===== src/rtl/multiply_divide_unit.sv =====
// Sequential HI/LO engine: 32-step shift-add multiply and restoring divide,
// plus single-cycle MTHI/MTLO writes into the architectural HI/LO registers.
module multiply_divide_unit (
  input  logic        clk,
  input  logic        reset,
  input  logic        start,
  input  logic [5:0]  ALU_function_execute,
  input  logic [31:0] src_A_execute,
  input  logic [31:0] src_B_execute,
  output logic        busy,
  output logic        done,
  output logic [31:0] HI,
  output logic [31:0] LO
);

  // state  | meaning
  // IDLE   | accepting MTHI/MTLO and new mul/div starts
  // RUN    | one multiply or divide iteration per cycle, 32 cycles
  // FINISH | sign fix-up; HI/LO written on the exit edge

  localparam logic [5:0] FN_MTHI  = 6'h11;
  localparam logic [5:0] FN_MTLO  = 6'h13;
  localparam logic [5:0] FN_MULT  = 6'h18;
  localparam logic [5:0] FN_MULTU = 6'h19;
  localparam logic [5:0] FN_DIV   = 6'h1A;
  localparam logic [5:0] FN_DIVU  = 6'h1B;

  typedef enum logic [1:0] {
    S_IDLE,
    S_RUN,
    S_FINISH
  } state_t;

  state_t      state, state_next;
  logic [4:0]  count;
  logic [31:0] operand;
  logic [31:0] acc_hi;
  logic [31:0] acc_lo;
  logic [31:0] orig_a;
  logic        is_div;
  logic        q_neg;
  logic        r_neg;
  logic        div_by_zero;

  logic        op_muldiv;
  logic        op_div;
  logic        op_signed;
  logic [31:0] abs_a;
  logic [31:0] abs_b;

  logic [32:0] mul_sum;
  logic [32:0] div_shift;
  logic        div_ge;
  logic [31:0] div_sub;

  logic [63:0] product;
  logic [31:0] quot_fix;
  logic [31:0] rem_fix;
  logic [31:0] res_hi;
  logic [31:0] res_lo;

  always_comb begin
    op_muldiv = (ALU_function_execute == FN_MULT) || (ALU_function_execute == FN_MULTU) ||
                (ALU_function_execute == FN_DIV)  || (ALU_function_execute == FN_DIVU);
    op_div    = (ALU_function_execute == FN_DIV)  || (ALU_function_execute == FN_DIVU);
    op_signed = (ALU_function_execute == FN_MULT) || (ALU_function_execute == FN_DIV);
    // 0x80000000 negates to itself, which is the correct unsigned magnitude
    abs_a = (op_signed && src_A_execute[31]) ? -src_A_execute : src_A_execute;
    abs_b = (op_signed && src_B_execute[31]) ? -src_B_execute : src_B_execute;
  end

  always_comb begin
    mul_sum   = {1'b0, acc_hi} + (acc_lo[0] ? {1'b0, operand} : 33'd0);
    div_shift = {acc_hi, acc_lo[31]};
    div_ge    = div_shift >= {1'b0, operand};
    // when div_ge holds the difference is below the divisor, so 32 bits suffice
    div_sub   = div_shift[31:0] - operand;
  end

  always_comb begin
    product  = {acc_hi, acc_lo};
    if (q_neg) begin
      product = -product;
    end
    quot_fix = q_neg ? -acc_lo : acc_lo;
    rem_fix  = r_neg ? -acc_hi : acc_hi;
    res_hi   = product[63:32];
    res_lo   = product[31:0];
    if (is_div) begin
      if (div_by_zero) begin
        res_hi = orig_a;
        res_lo = 32'hFFFF_FFFF;
      end else begin
        res_hi = rem_fix;
        res_lo = quot_fix;
      end
    end
  end

  always_comb begin
    state_next = state;
    case (state)
      S_IDLE:   if (start && op_muldiv) state_next = S_RUN;
      S_RUN:    if (count == 5'd31) state_next = S_FINISH;
      S_FINISH: state_next = S_IDLE;
      default:  state_next = S_IDLE;
    endcase
  end

  always_ff @(posedge clk or posedge reset) begin
    if (reset) begin
      state <= S_IDLE;
    end else begin
      state <= state_next;
    end
  end

  assign busy = (state != S_IDLE);
  assign done = (state == S_FINISH);

  always_ff @(posedge clk or posedge reset) begin
    if (reset) begin
      count       <= 5'd0;
      operand     <= 32'd0;
      acc_hi      <= 32'd0;
      acc_lo      <= 32'd0;
      orig_a      <= 32'd0;
      is_div      <= 1'b0;
      q_neg       <= 1'b0;
      r_neg       <= 1'b0;
      div_by_zero <= 1'b0;
      HI          <= 32'd0;
      LO          <= 32'd0;
    end else begin
      case (state)
        S_IDLE: begin
          if (start) begin
            if (op_muldiv) begin
              // divide: acc_lo holds the dividend, operand the divisor;
              // multiply: acc_lo holds the multiplier, operand the multiplicand
              operand     <= op_div ? abs_b : abs_a;
              acc_lo      <= op_div ? abs_a : abs_b;
              acc_hi      <= 32'd0;
              orig_a      <= src_A_execute;
              is_div      <= op_div;
              q_neg       <= op_signed && (src_A_execute[31] ^ src_B_execute[31]);
              r_neg       <= op_signed && op_div && src_A_execute[31];
              div_by_zero <= op_div && (src_B_execute == 32'd0);
              count       <= 5'd0;
            end else if (ALU_function_execute == FN_MTHI) begin
              HI <= src_A_execute;
            end else if (ALU_function_execute == FN_MTLO) begin
              LO <= src_A_execute;
            end
          end
        end
        S_RUN: begin
          count <= count + 5'd1;
          if (is_div) begin
            acc_hi <= div_ge ? div_sub : div_shift[31:0];
            acc_lo <= {acc_lo[30:0], div_ge};
          end else begin
            acc_hi <= mul_sum[32:1];
            acc_lo <= {mul_sum[0], acc_lo[31:1]};
          end
        end
        S_FINISH: begin
          HI <= res_hi;
          LO <= res_lo;
        end
        default: ;
      endcase
    end
  end

endmodule

===== config.mk =====
export PLATFORM = sky130hd
export DESIGN_NAME = multiply_divide_unit
export DESIGN_NICKNAME = d
export VERILOG_FILES = /design/src/rtl/multiply_divide_unit.sv
export SDC_FILE = /design/constraint.sdc
export NUM_CORES = 1
export LEC_CHECK = 0
export ABC_CLOCK_PERIOD_IN_PS = 7550
export BUFFER_PORTS_ARGS = -buffer_cell sky130_fd_sc_hd__buf_2
export CORE_MARGIN = 4
export CORE_UTILIZATION = 58
export CTS_CLUSTER_DIAMETER = 100
export DETAILED_ROUTE_END_ITERATION = 8
export PLACE_DENSITY = 0.8
export SLEW_MARGIN = 5
export SYNTH_ARGS = -nofsm -noshare
export SYNTH_HDL_FRONTEND = slang
export SYNTH_SLANG_ARGS = --single-unit

===== constraint.sdc =====
create_clock -name clk -period 7.55 [get_ports clk]
set_clock_uncertainty 0.1 [all_clocks]
set_input_delay 0.755 -clock clk [delete_from_list [all_inputs] [get_ports clk]]
set_output_delay 0.755 -clock clk [all_outputs]
set_load 0.05 [all_outputs]

; After elaboration in Yosys (flattened, before gate mapping)
; Cells that the tools add are included.
[word_totals]
register_bits = 203
input_bits = 73
out_inout_bits = 66
elab_cells = 97
[classes]
add_sub_neg = 8
order_cmp = 1
eq_ne = 17
mux = 36
n_bitwise = 1
reduce_logical = 22
[ops]
columns = op, count
row1 = 32-bit two-way mux, 25
row2 = 32-bit one-hot mux with 2 select lines, 4
row3 = 32-bit negator, 4
row4 = 64-bit two-way mux, 1
row5 = 64-bit negator, 1
row6 = 6-bit by 5-bit == test with 1-bit output (second input constant), 6
row7 = 32-bit by 32-bit adder with 33-bit output, 1
row8 = 33-bit by 32-bit >= comparator with 1-bit output, 1
row9 = 32-bit logical NOT, 1
row10 = 32-bit subtractor, 1
row11 = 2-bit inequality test (second input constant), 8
row12 = 5-bit two-way mux, 2
row13 = 5-bit one-hot mux with 2 select lines, 1
row14 = 1-bit logical AND, 7
row15 = 3-bit AND reduction, 2
row16 = 2-bit nonzero test, 3
row17 = 5-bit by 1-bit adder with 5-bit output (second input constant), 1
row18 = 5-bit == test (second input constant), 1
row19 = 1-bit logical OR, 5
row20 = 5-bit AND reduction, 1
row21 = 2-bit two-way mux, 2
row22 = 2-bit one-hot mux with 2 select lines, 1
row23 = 4-bit AND reduction, 1
row24 = 2-bit by 1-bit == test with 1-bit output (second input constant), 1
row25 = other kinds (4), 4

; Depth between registers and ports, before layout
[logic_depth]
word_depth = 8
mapped_depth = 14
depth_no_buf = 13

; Worst setup path after synthesis
; Ideal clock, no wire load.
[synth_timing]
path_type = register to register
startpoint = reg acc_lo[31]
endpoint = reg acc_hi[24]
setup_ns = 0.130
arrival_ns = 2.935
t_required_ns = 7.320
setup_slack_ns = 4.385
stages_incl_launch_ff = 14
period_less_slack_ns = 3.165
path_cell_list = dfrtp_1 > inv_1 > ha_1 > inv_1 > fa_1 > a21o_1 > a221oi_1 > o21ai_0 > a221oi_1 > o21ai_0 > xnor2_1 > mux2_2 > a22oi_1 > o21ai_0
[synth_between]
elab_chain_cells = 4
elab_cells_between_ends = 5
cone_classes = 1 x add/sub / 1 x order compare / 3 x mux
[synth_lines]
columns = item, line_no
row1 = "start, declared", 38  ; logic [31:0] acc_lo;
row2 = "start signal, assigned", 142  ; acc_lo <= op_div ? abs_a : abs_b;
row3 = "start signal, assigned", 161  ; acc_lo <= {acc_lo[30:0], div_ge};
row4 = "start signal, assigned", 164  ; acc_lo <= {mul_sum[0], acc_lo[31:1]};
row5 = 32-bit subtractor / 33-bit by 32-bit >= comparator with 1-bit output (equally long branches), "77, 75"
row6 = 32-bit two-way mux (*), 160  ; acc_hi <= div_ge ? div_sub : div_shift[31:0];
row7 = 32-bit two-way mux (*), 159  ; if (is_div) begin
row8 = 32-bit one-hot mux with 2 select lines (*), 135  ; case (state)
row9 = "end signal, assigned", 160
row10 = "end signal, assigned", 163  ; acc_hi <= mul_sum[32:1];
row11 = "end, declared", 37  ; logic [31:0] acc_hi;
; Every way passes the cells marked *; elsewhere a longest branch is shown, timed or not.
; A chain may end at the register's enable or synchronous reset.

; Worst setup path in the final report
[layout_timing]
startpoint = reg acc_hi[5]
endpoint = reg acc_hi[0]
[layout_between]
elab_chain_cells = 4
[layout_lines]
columns = item, line_no
row1 = 33-bit by 32-bit >= comparator with 1-bit output, 75  ; div_ge = div_shift >= {1'b0, operand};
row2 = 32-bit two-way mux, 160
row3 = 32-bit two-way mux, 159
row4 = 32-bit one-hot mux with 2 select lines, 135
; Every way passes these cells.

==> impl_metrics.tcl <==
set metrics [dict create \
    grt_pass1_wl_mm 101 \
    wl_per_cell_um 25.0 \
    die-area_mm2 0.0324 \
    start_util_pct 59.3 \
    crit_top_cell "o21a_1" \
    cts_setup_buffers 0 \
    pin_count 139 \
    path_clk_slew_ns 0.06 \
    nNetsFinal 2396 \
    tightest_slew_ns 1.19 \
    path_cells "ha_1 -> a21oi_1 -> o21a_1 -> o221ai_1 -> o31a_1 -> a41oi_2 -> o21a_1 -> buf_4 -> o21ai_0 -> a221o_1" \
    period_share_pct 55.9 \
    wl_mm 66.3 \
    cp_slowest_cell "o21a_1" \
    grt_overflow_total 0 \
    yosys_register_bits 203 \
    min_path_type "in2async" \
    drtIter0Drc 2336 \
    cts_max_level 1 \
    cts_inserted_buffers 25 \
    layout_commonest_cell "nand2_1" \
    design.core.area_mm2 0.0289 \
    track_usage_pct 39.2 \
    antenna_found_initial 0 \
    dr.pass1.iters 8 \
    syn_nets 2374 \
    p_per_area_mw_per_mm2 404 \
    avgViaCountPerCell 6.82 \
    synth_fa_ha_area_share_pct 5.33 \
    relSlewSlack_pct 20.5 \
    final_hold_viol_count 0 \
    slew_viol_final 0 \
    synth-simple-area-share_pct 22.6 \
    synthFlopType "dfrtp_1" \
    synthCells 2229 \
    io_buffers 138 \
    area_delta_synth_final_pct 9.44 \
    holdBufCountCts 0 \
    synth_xor_area_share_pct 8.37 \
    critPathRequiredTime_ns 7.88 \
    routabilityCongestion 1.02 \
    cp-end-kind "flip-flop" \
    ys_seq_area_share_pct 29.6 \
    crit_arrival_ns 4.56 \
    vias 18083 \
    die_w_um 180 \
    setup_tns_ns 0 \
    remaining_drc_errors 0 \
    setup_viol 0 \
    clk_path_buf_depth 3 \
    async_flop_share_pct 100 \
    antenna_left 0 \
    clk_latency_ns 0.55 \
    max_stage_delay_ns 0.71 \
    p_leak_nw 8.24 \
    post-dp-hpwl_mm 48.7 \
    fp.dieH_um 180 \
    drive_gt1_share_pct 11.1 \
    synthMuxAreaShare_pct 4.12 \
    first_global_vias 16881 \
    synthDistinctLibCells 88 \
    holdWs_ns 0.284 \
    crit_type "reg2reg" \
    cts_tree "done" \
    yosys_warnings 0 \
    cap_viol_max_count 0 \
    status "finished clean" \
    fin_crit_ns 4.22 \
    rsz0062_at_grt "false" \
    start_kind "flip-flop" \
    synth_area_mm2 0.0172 \
    cts_root_buffer "clkbuf_16" \
    irDropWorstVdd_mv 0.264 \
    clkSinkCount 203 \
    rows 62 \
    synth_top_family_by_area "compound AO/OA/AOI/OAI gates" \
    synth-edff-count 0 \
    final_cell_mix "nand2_1, dfrtp_1, o21ai_0, nor2_1, a21oi_1" \
    cts_resized 0 \
    fmax_mhz 237 \
    synth-compound-area-share_pct 24.8 \
    grt_max_degree 127 \
    cp_max_fo 22 \
    diodes 0 \
    syn_avg_cell_area_um2 7.70 \
]
==> critical path: cells and delay by family (launching register included) <==
family | cells | cell delay, ns
AOI/OAI and AO/OA | 8 | 2.61
adders and majority gates | 1 | 0.39
buffers and inverters | 1 | 0.40
DFF | 1 | 0.60
==> final timing paths <==
| check | from | end | slack (ns) | cells past startpoint |
|---|---|---|---|---|
| hold reg to reg | orig_a[26] | orig_a[26] | 0.37 | 2 |
| setup / recovery | acc_hi[5] | acc_hi[0] | 3.33 | 10 |
| hold / removal | reset | LO[5] | 0.28 | 2 |
| setup reg to reg | acc_hi[5] | acc_hi[0] | 3.33 | 10 |
| min in group clk | orig_a[26] | orig_a[26] | 0.37 | 2 |
| max in group asynchronous | reset | is_div | 5.32 | 3 |
==> metrics by stage <==
step | area, um2 | cells | setup WS (ns) | power (W) | utilization, %
floorplan | 17200 | 2229 | 1.16 | 0.00490 | -
global placement | 17900 | 2608 | 3.49 | 0.00605 | 61.8
detailed placement | 17900 | 2608 | 3.48 | 0.00611 | 61.8
CTS | 18800 | 2650 | 3.45 | 0.00747 | 64.9
global route | 18800 | 2650 | 3.16 | 0.00801 | 64.9
finish | 18800 | 2650 | 3.33 | 0.00759 | 64.9
==> Yosys cell counts, drive strengths merged, types with 24 or more instances <==
master	number	area, um2
a21o	24	180
a21oi	146	731
a22oi	26	195
a31oi	43	269
a32oi	33	289
buf	28	138
clkbuf	140	528
dfrtp	203	5080
ha	70	876
inv	60	225
mux2i	65	651
nand2	394	1480
nand3	57	285
nor2	178	668
nor3	42	210
o21ai	184	925
o31ai	27	216
or3	26	183
xnor2	71	622
xor2	93	815
==> report_power, final <==
part           internal (W)  total, W  switching [W]
clock network      0.000832   0.00135       0.000515
logic               0.00147   0.00410        0.00263
registers           0.00145   0.00214       0.000696
total               0.00375   0.00759        0.00384
==> state kept, by name, indices dropped and copies added, names as in the netlist <==
name	count
acc_hi	32
state	2
div_by_zero	1
count	5
acc_lo	32
r_neg	1
LO	32
q_neg	1
orig_a	32
HI	32
operand	32
is_div	1
==> area by class of cell <==
cell class / instances / area (um2)
Multi-Input combinational cell: 1798 / 11200
Fill cell: 2523 / 10100
Sequential cell: 203 / 5080
Timing Repair Buffer: 163 / 878
Clock buffer: 29 / 661
Tap cell: 384 / 480
Clock inverter: 13 / 239
Inverter: 60 / 233
==> kinds of logic (layout without fill, tap and decap cells) <==
family,after synthesis,after routing
simple gates,838,838
mux,70,70
compound gates,654,654
fa+ha+maj,72,72
xor+xnor,164,164
buf+inv,228,265
flops,203,203
==> metal layers <==
metal | up-vias | GRT usage, % | wire length [um]
met5 | - | 0 | 0
met4 | 0 | 17.4 | 3620
met3 | 190 | 11.6 | 8500
met2 | 1242 | 58.3 | 28400
met1 | 8584 | 53.2 | 25800
li1 | 8067 | - | -
No activity file was read; power rests on OpenSTA's default activity.
